==> config.mk <==
export PLATFORM = sky130hd
export DESIGN_NAME = act_led_stretch_flat
export DESIGN_NICKNAME = d
export VERILOG_FILES = /design/src/rtl/act_led_stretch_pkg.sv /design/src/rtl/act_led_stretch_if.sv /design/src/rtl/act_led_chan.sv /design/src/rtl/act_led_stretch.sv /design/src/flat_wrapper.sv
export SDC_FILE = /design/constraint.sdc
export NUM_CORES = 1
export LEC_CHECK = 0
export CAP_MARGIN = 40
export CORE_MARGIN = 2
export CORE_UTILIZATION = 35
export CTS_CLUSTER_SIZE = 14
export DETAILED_ROUTE_END_ITERATION = 6
export HOLD_SLACK_MARGIN = 0.02
export SYNTH_ARGS = -nofsm -noshare
export SYNTH_HDL_FRONTEND = slang
export SYNTH_SLANG_ARGS = --single-unit
==> constraint.sdc <==
create_clock -name sysclk -period 5.6 [get_ports sysclk]
set_clock_uncertainty 0.05 [all_clocks]
set_input_delay 1.12 -clock sysclk [delete_from_list [all_inputs] [get_ports sysclk]]
set_output_delay 1.12 -clock sysclk [all_outputs]
set_load 0.1 [all_outputs]
==> src/rtl/act_led_stretch_pkg.sv <==
// Shared defaults and helpers for the drive-activity LED conditioner.
// The blink feature is selected at build time with the ACT_BLINK_EN macro.
package act_led_stretch_pkg;

    localparam int ACT_N_CH        = 36;
    localparam int ACT_HOLD_MS     = 50;
    localparam int ACT_BLINK_MS    = 125;
    localparam int SYSCLK_TICK_DIV = 25000;

    typedef enum logic {
        CH_IDLE   = 1'b0,
        CH_ACTIVE = 1'b1
    } chan_state_e;

    // Register width able to hold values 0..n-1, never narrower than one bit.
    function automatic int bits_for(input int n);
        return (n < 2) ? 1 : $clog2(n);
    endfunction

endpackage

==> src/rtl/act_led_stretch_if.sv <==
// Pin-side bundle between the SGPIO receiver logic and the LED cathode drivers.
interface act_led_stretch_if #(
    parameter int N_CH = 36
);
    logic [N_CH-1:0] act_in;
    logic [N_CH-1:0] led_off_mask;
    logic [N_CH-1:0] act_led_l;
    logic            tick_1ms;

    modport master (
        output act_in,
        output led_off_mask,
        input  act_led_l,
        input  tick_1ms
    );

    modport slave (
        input  act_in,
        input  led_off_mask,
        output act_led_l,
        output tick_1ms
    );
endinterface

==> src/rtl/act_led_chan.sv <==
// One drive channel: input synchronizer, hold (stretch) counter and registered LED output.
//  state     | meaning
//  CH_IDLE   | hold counter is zero, LED dark
//  CH_ACTIVE | hold counter nonzero, LED shows the blink pattern
module act_led_chan
    import act_led_stretch_pkg::*;
#(
    parameter int HOLD_MS = ACT_HOLD_MS
) (
    input  logic sysclk,
    input  logic reset_n,
    input  logic act_in,
    input  logic tick,
    input  logic mask,
    input  logic pattern,
    output logic led_l
);

    localparam int             CW       = bits_for(HOLD_MS + 1);
    localparam logic [CW-1:0]  HOLD_VAL = CW'(HOLD_MS);

    // The synchronizer carries active-high activity, so its cleared state reads as idle.
    logic        sync1_q;
    logic        sync2_q;
    logic        act;
    chan_state_e state_q;
    chan_state_e state_d;
    logic [CW-1:0] cnt_q;
    logic [CW-1:0] cnt_d;
    logic        led_d;

    always_ff @(posedge sysclk or negedge reset_n) begin
        if (!reset_n) begin
            sync1_q <= 1'b0;
            sync2_q <= 1'b0;
        end else begin
            sync1_q <= ~act_in;
            sync2_q <= sync1_q;
        end
    end

    assign act = sync2_q;

    always_comb begin
        cnt_d   = cnt_q;
        state_d = state_q;
        if (act) begin
            cnt_d   = HOLD_VAL;
            state_d = CH_ACTIVE;
        end else if (tick && (cnt_q != '0)) begin
            cnt_d = cnt_q - CW'(1);
            if (cnt_q == CW'(1)) begin
                state_d = CH_IDLE;
            end
        end
        led_d = 1'b1;
        if (!mask && (state_d == CH_ACTIVE)) begin
            led_d = pattern;
        end
    end

    always_ff @(posedge sysclk or negedge reset_n) begin
        if (!reset_n) begin
            state_q <= CH_IDLE;
            cnt_q   <= '0;
            led_l   <= 1'b1;
        end else begin
            state_q <= state_d;
            cnt_q   <= cnt_d;
            led_l   <= led_d;
        end
    end

endmodule

==> src/rtl/act_led_stretch.sv <==
// Drive-activity LED conditioner: ms prescaler, shared blink phase and per-channel stretchers.
// Build option: define ACT_BLINK_EN to blink lit LEDs instead of holding them steady.
module act_led_stretch
    import act_led_stretch_pkg::*;
#(
    parameter int N_CH     = ACT_N_CH,
    parameter int CLK_DIV  = SYSCLK_TICK_DIV,
    parameter int HOLD_MS  = ACT_HOLD_MS,
    parameter int BLINK_MS = ACT_BLINK_MS
) (
    input  logic               sysclk,
    input  logic               reset_n,
    act_led_stretch_if.slave   bus
);

    localparam int            PW       = bits_for(CLK_DIV);
    localparam logic [PW-1:0] PRE_LAST = PW'(CLK_DIV - 1);

    logic [PW-1:0]   pre_q;
    logic            tick_q;
    logic            pattern;
    logic [N_CH-1:0] led_l;

    always_ff @(posedge sysclk or negedge reset_n) begin
        if (!reset_n) begin
            pre_q  <= '0;
            tick_q <= 1'b0;
        end else begin
            pre_q  <= (pre_q == PRE_LAST) ? '0 : pre_q + PW'(1);
            tick_q <= (pre_q == PRE_LAST);
        end
    end

`ifdef ACT_BLINK_EN
    localparam int            BW         = bits_for(BLINK_MS);
    localparam logic [BW-1:0] BLINK_LAST = BW'(BLINK_MS - 1);

    logic [BW-1:0] blink_q;
    logic          phase_q;

    // Free-running so every channel blinks in step with the others.
    always_ff @(posedge sysclk or negedge reset_n) begin
        if (!reset_n) begin
            blink_q <= '0;
            phase_q <= 1'b0;
        end else if (tick_q) begin
            if (blink_q == BLINK_LAST) begin
                blink_q <= '0;
                phase_q <= ~phase_q;
            end else begin
                blink_q <= blink_q + BW'(1);
            end
        end
    end

    assign pattern = phase_q;
`else
    logic unused_blink_ms;
    assign unused_blink_ms = (BLINK_MS > 0);
    assign pattern         = 1'b0;
`endif

    for (genvar i = 0; i < N_CH; i++) begin : g_chan
        act_led_chan #(
            .HOLD_MS (HOLD_MS)
        ) u_chan (
            .sysclk  (sysclk),
            .reset_n (reset_n),
            .act_in  (bus.act_in[i]),
            .tick    (tick_q),
            .mask    (bus.led_off_mask[i]),
            .pattern (pattern),
            .led_l   (led_l[i])
        );
    end

    assign bus.act_led_l = led_l;
    assign bus.tick_1ms  = tick_q;

endmodule
==> src/flat_wrapper.sv <==
// flat-port wrapper written by rule: the top's interface ports become plain ports
module act_led_stretch_flat import act_led_stretch_pkg::*;
#(
    parameter int N_CH     = ACT_N_CH,
    parameter int CLK_DIV  = SYSCLK_TICK_DIV,
    parameter int HOLD_MS  = ACT_HOLD_MS,
    parameter int BLINK_MS = ACT_BLINK_MS
)
  (sysclk, reset_n, bus_act_in, bus_led_off_mask, bus_act_led_l, bus_tick_1ms);
  act_led_stretch_if #(.N_CH(N_CH)) bus_i ();
  input  logic sysclk;
  input  logic reset_n;
  input wire logic [$bits(bus_i.act_in)-1:0] bus_act_in;
  input wire logic [$bits(bus_i.led_off_mask)-1:0] bus_led_off_mask;
  output wire logic [$bits(bus_i.act_led_l)-1:0] bus_act_led_l;
  output wire logic [$bits(bus_i.tick_1ms)-1:0] bus_tick_1ms;
  assign bus_i.act_in = bus_act_in;
  assign bus_i.led_off_mask = bus_led_off_mask;
  assign bus_act_led_l = bus_i.act_led_l;
  assign bus_tick_1ms = bus_i.tick_1ms;
  act_led_stretch #(.N_CH(N_CH), .CLK_DIV(CLK_DIV), .HOLD_MS(HOLD_MS), .BLINK_MS(BLINK_MS)) u_core (.sysclk(sysclk), .reset_n(reset_n), .bus(bus_i));
endmodule
After elaboration in Yosys (flattened, before gate mapping)
Index checks and enable logic that the tools add are counted. W data, S select, Z words.

Flip-flop bits (word level): 376. Input port bits: 74. Output and inout bits: 37. Word-level logic and storage cells: 689.

$add $sub $neg: 37. Equality and inequality tests: 37. Muxes and demuxes: 217. Bitwise logic cells: 36. Reduce and logical (&&, ||, !) cells: 180.

Operator list (count): $mux W6 (72); $eq A6 B1 Y1 const B (36); $reduce_bool A6 Y1 (36); $sub A6 B1 Y6 const B (36); $mux W1 (144); $logic_and A1 B1 Y1 (72); $reduce_bool A2 Y1 (36); $logic_not A1 Y1 (36); $not A1 Y1 (36); $add A15 B1 Y15 const B (1); $eq A15 B15 Y1 const B (1); $mux W15 (1).

Logic depth before layout (Yosys ltp)
Depth in word-level cells: 6. Gate-level depth with buffers: 6.

Cells and area by module
Synthesis repeated with hierarchy kept, for this count alone.

Cells, all modules: 1914. Area, all modules: 20769.9 µm².

By module, submodules not included: act_led_chan (times used 36, cells an instance 51, area an instance 554.3 µm², seq. area each 251.5 µm²); act_led_stretch (times used 1, cells an instance 78, area an instance 815.8 µm², seq. area each 400.4 µm²).

Worst setup path before layout
No wires, ideal clock.

Kind: register to register. From: reg u_core.tick_q, in the netlist u_core.bus.tick_1ms. To: reg u_core.g_chan[17].u_chan.cnt_q[5]. Data arrival time: 2053 ps. Data required time: 5481 ps. Setup slack: 3429 ps. Stages on the path, launching flop included: 6. Path buffers: 2. Period minus slack after synthesis: 2171 ps. Cells stage by stage: dfrtp_1 -> buf_2 -> buf_2 -> o211ai_1 -> or4_1 -> nand3_1.

Longest elaborated chain between the ends: 2.

Ends and longest elaborated chain: start, declared (RTL line act_led_stretch.sv:20) `logic tick_q;`; start signal, assigned (RTL line act_led_stretch.sv:30) `tick_q <= (pre_q == PRE_LAST);`; $logic_and A1 B1 Y1 (RTL line act_led_chan.sv:50) `end else if (tick && (cnt_q != '0)) begin`; $reduce_bool A2 Y1 (no line); end signal, assigned (RTL line act_led_chan.sv:69) `cnt_q <= cnt_d;`; end, declared (RTL line act_led_chan.sv:28) `logic [CW-1:0] cnt_q;`.

Every way passes these cells. A chain may end at the register's enable or synchronous reset.

Final worst setup path
From: reg u_core.tick_q, in the netlist u_core.bus.tick_1ms. To: out bus_tick_1ms.

RTL lines: end, declared (RTL line flat_wrapper.sv:16) `output wire logic [$bits(bus_i.tick_1ms)-1:0] bus_tick_1ms;`.

No word-level cell between the ends.

==> run metrics <==
status complete, no violations; Pre-antenna DRT Iters 4; Clk pwr share 50.0%; Max Fanout on Critical Path 58; Final HPWL DP 20500 um; Placer Congestion 0.785; RSZ-0062 raised after global routing false; Yosys cell types 44; Main synth FF type dfrtp_1; setup repair bufs after CTS 0; most common cell after layout, fill and taps aside dfrtp_1; worst relative slew slack 51.9%; number of global-route vias before repair 12200; Data required, critical path 4430 ps; worst vdd ir 0.171 mV; Hold Fails Final Rpt 0; Placed Area 19900 sq um; TNS Setup 0 ps; Worst setup endpoint bus_tick_1ms; Routed Antenna Nets 0; PwrDens 288 nW/um^2; Crit path depth 2; TritonCTS Buffers 44; Leak 8.82 nW; GR peak layer met2; gr usage total 12.3%; Net count, final 1965; delay of the slowest critical-path stage 830 ps; Post-synth EDFFs 0; internal power 4.88 mW; flops & latches, synth 376; htree depth 2; Synth Area per Inst 10.8 sq um; Tmin final 3400 ps; kind of cell adding the most delay to the critical path buffers and inverters; Psw 1.32 mW; RR Endpoint u_core.g_chan[10].u_chan.cnt_q[4]; post-cts resize count 0; met1 track demand over resource 15.9%; R2R depth 5; chip width 229 um; CTS tree built; sw frac 21.3%; clk slew on worst S/H paths 60 ps; first-pass GRT wire length 55500 um; Antenna Cells 0; syn_nets 1826; synth-to-layout area growth 21.4%; Die Ht 229 um; hold_buf cts 0; asr flop ratio synth 100%; Root Buffer Master clkbuf_16; Worst Path Buf+Inv 2; core area 50100 sq um; wire per inst 12.5 um; fin crit share 60.8%; IO Port Bufs 110; Residual DRC 0; Post-Synthesis Cell Area 17700 sq um; Max Slew Vio Count 0; R2R setup slack 2940 ps; Worst R2R Start u_core.bus.tick_1ms; worst skew pair latency 560 ps; antenna violations before repair 0; GRT met2 Usage 20.6%; CP Cell Sequence clkdlybuf4s50_1 -> buf_8; leading cell types in the layout, fill and taps excluded dfrtp_1 (339), nor2_1 (155), inv_1 (154), ha_1 (109), clkdlybuf4s50_1 (109); Iteration-0 DRC Markers 721; full die area 52500 sq um; Crit. Startpoint u_core.bus.tick_1ms; fraction of layout cells with a size suffix above 1 9.41%; Vias 11900; maxcap violations 0; sequential share of the synthesized area 53.3%; CP endpoint kind output pin; # clock sinks 376; Crit path arrival time 2230 ps; CTS max path bufs 3; Hold Crit Class flip-flop to flip-flop; Post-Synthesis Cells 1643; starting density of the core 35.4%; Overflow after GRT 0; CP max stage cell dfrtp_4; Syn. warnings 0; num rows 82; largest net degree at the start of global routing 119; slew at the pin closest to its max-slew limit 721 ps; met3 Resource Use GR 2.70%; final instance area 21500 sq um; kind of critical path flip-flop to output pin; total wire length 31100 um; fmax 294 MHz; Worst setup SP type flip-flop; Sequential Power Share 45.1%; vias per cell 4.79; combinational share of power 4.9%; Ports 111; final setup fails 0
==> cell families (layout without fill, tap and decap cells) <==
kind of cell	after synthesis	after routing	share of synthesized area, %
adder cells (fa/ha/maj)	109	109	7.69
buffers and inverters	213	387	5.37
AO/OA/AOI/OAI	288	288	11.3
AND/OR/NAND/NOR	540	540	16.4
multiplexers	15	15	0.846
XOR/XNOR	102	102	5.04
flip-flops	376	376	53.3
==> worst register-to-register path: stages, from the launching register on <==
cell	delay, ps
dfrtp_4	830
buf_4	680
nor2b_1	400
nand3_2	120
o21ai_0	130
or3b_1	340
==> how the worst min path moves through the flow <==
stage	startpoint	end	slack (ps)	depth (start not counted)
2_1_floorplan	u_core.g_chan[0].u_chan.sync1_q	u_core.g_chan[0].u_chan.act	280	0
3_3_place_gp	u_core.g_chan[2].u_chan.sync1_q	u_core.g_chan[2].u_chan.act	280	0
3_5_place_dp	u_core.g_chan[15].u_chan.sync1_q	u_core.g_chan[15].u_chan.act	280	0
4_1_cts	u_core.g_chan[19].u_chan.sync1_q	u_core.g_chan[19].u_chan.act	290	0
5_1_grt	u_core.g_chan[19].u_chan.sync1_q	u_core.g_chan[19].u_chan.act	300	0
6_report	u_core.g_chan[19].u_chan.sync1_q	u_core.g_chan[19].u_chan.act	290	0
==> flip-flops by register name (all words and copies together) (netlist names) <==
| signal | flops |
|---|---|
| u_core.g_chan.u_chan.act | 36 |
| u_core.pre_q | 15 |
| u_core.g_chan.u_chan.led_l | 36 |
| u_core.bus.tick_1ms | 1 |
| u_core.g_chan.u_chan.cnt_q | 216 |
| u_core.g_chan.u_chan.sync1_q | 36 |
| u_core.g_chan.u_chan.state_q | 36 |
==> power groups by stage <==
stage | Combinational, mW | Sequential [mW] | Clock (mW)
floorplan | 0.145 | 2.83 | 0
detailed placement | 0.312 | 2.85 | 0
finish | 0.305 | 2.80 | 3.10
global route | 0.328 | 2.80 | 3.34
CTS | 0.313 | 2.80 | 3.23
global placement | 0.267 | 2.85 | 0
==> synth_stat cells (14+ instances only) <==
library cell    n  area share, %
a21o_1         23           0.97
buf_4          36            1.5
o21a_1         33            1.4
and4_1         15           0.74
o211ai_1       46            1.9
mux2i_1        15           0.85
nand3_1        43            1.2
nand2b_1       89            3.1
o21ai_0        34           0.96
nor2_1        155            3.3
nand2_1        66            1.4
nor3_1         55            1.6
xnor2_1        44            2.2
buf_2          14           0.40
a311oi_1       33            1.6
a21oi_1        61            1.7
ha_1          109            7.7
inv_1         154            3.3
or3_1          21           0.74
xor2_1         58            2.9
a211o_1        21            1.0
or4_1          14           0.59
dfrtp_1       340             48
nand4_1        34            1.2
o31ai_1        31            1.3
dfstp_2        36            5.3
==> layer usage <==
| metal | up-vias | share of wire [%] | wire length, um |
|---|---|---|---|
| met5 | - | 0 | 0 |
| met4 | 0 | 1.8 | 563 |
| li1 | 5926 | - | - |
| met3 | 47 | 3.7 | 1150 |
| met1 | 5806 | 46 | 14400 |
| met2 | 133 | 48 | 14900 |
==> final cells by class <==
class,count,area [sq um]
clock buffer,61,1230
clock inverter,20,360
fill,4756,28500
inverter,154,578
multi-input combinational,1054,7330
sequential,376,9460
tap,672,841
timing repair buffer,152,1740
==> stage by stage <==
stage               hold WS (ps)  total power [mW]  util [%]  cells  setup WS (ps)
finish                       290              6.20      43.0   2489           2200
global placement             282              3.11      38.7   2371           2360
CTS                          295              6.34      43.0   2489           2160
floorplan                    281              2.98         -   1643           3430
detailed placement           285              3.16      39.8   2408           2780
global route                 296              6.47      43.0   2489           2090
Power figures use the tool's default switching activity.
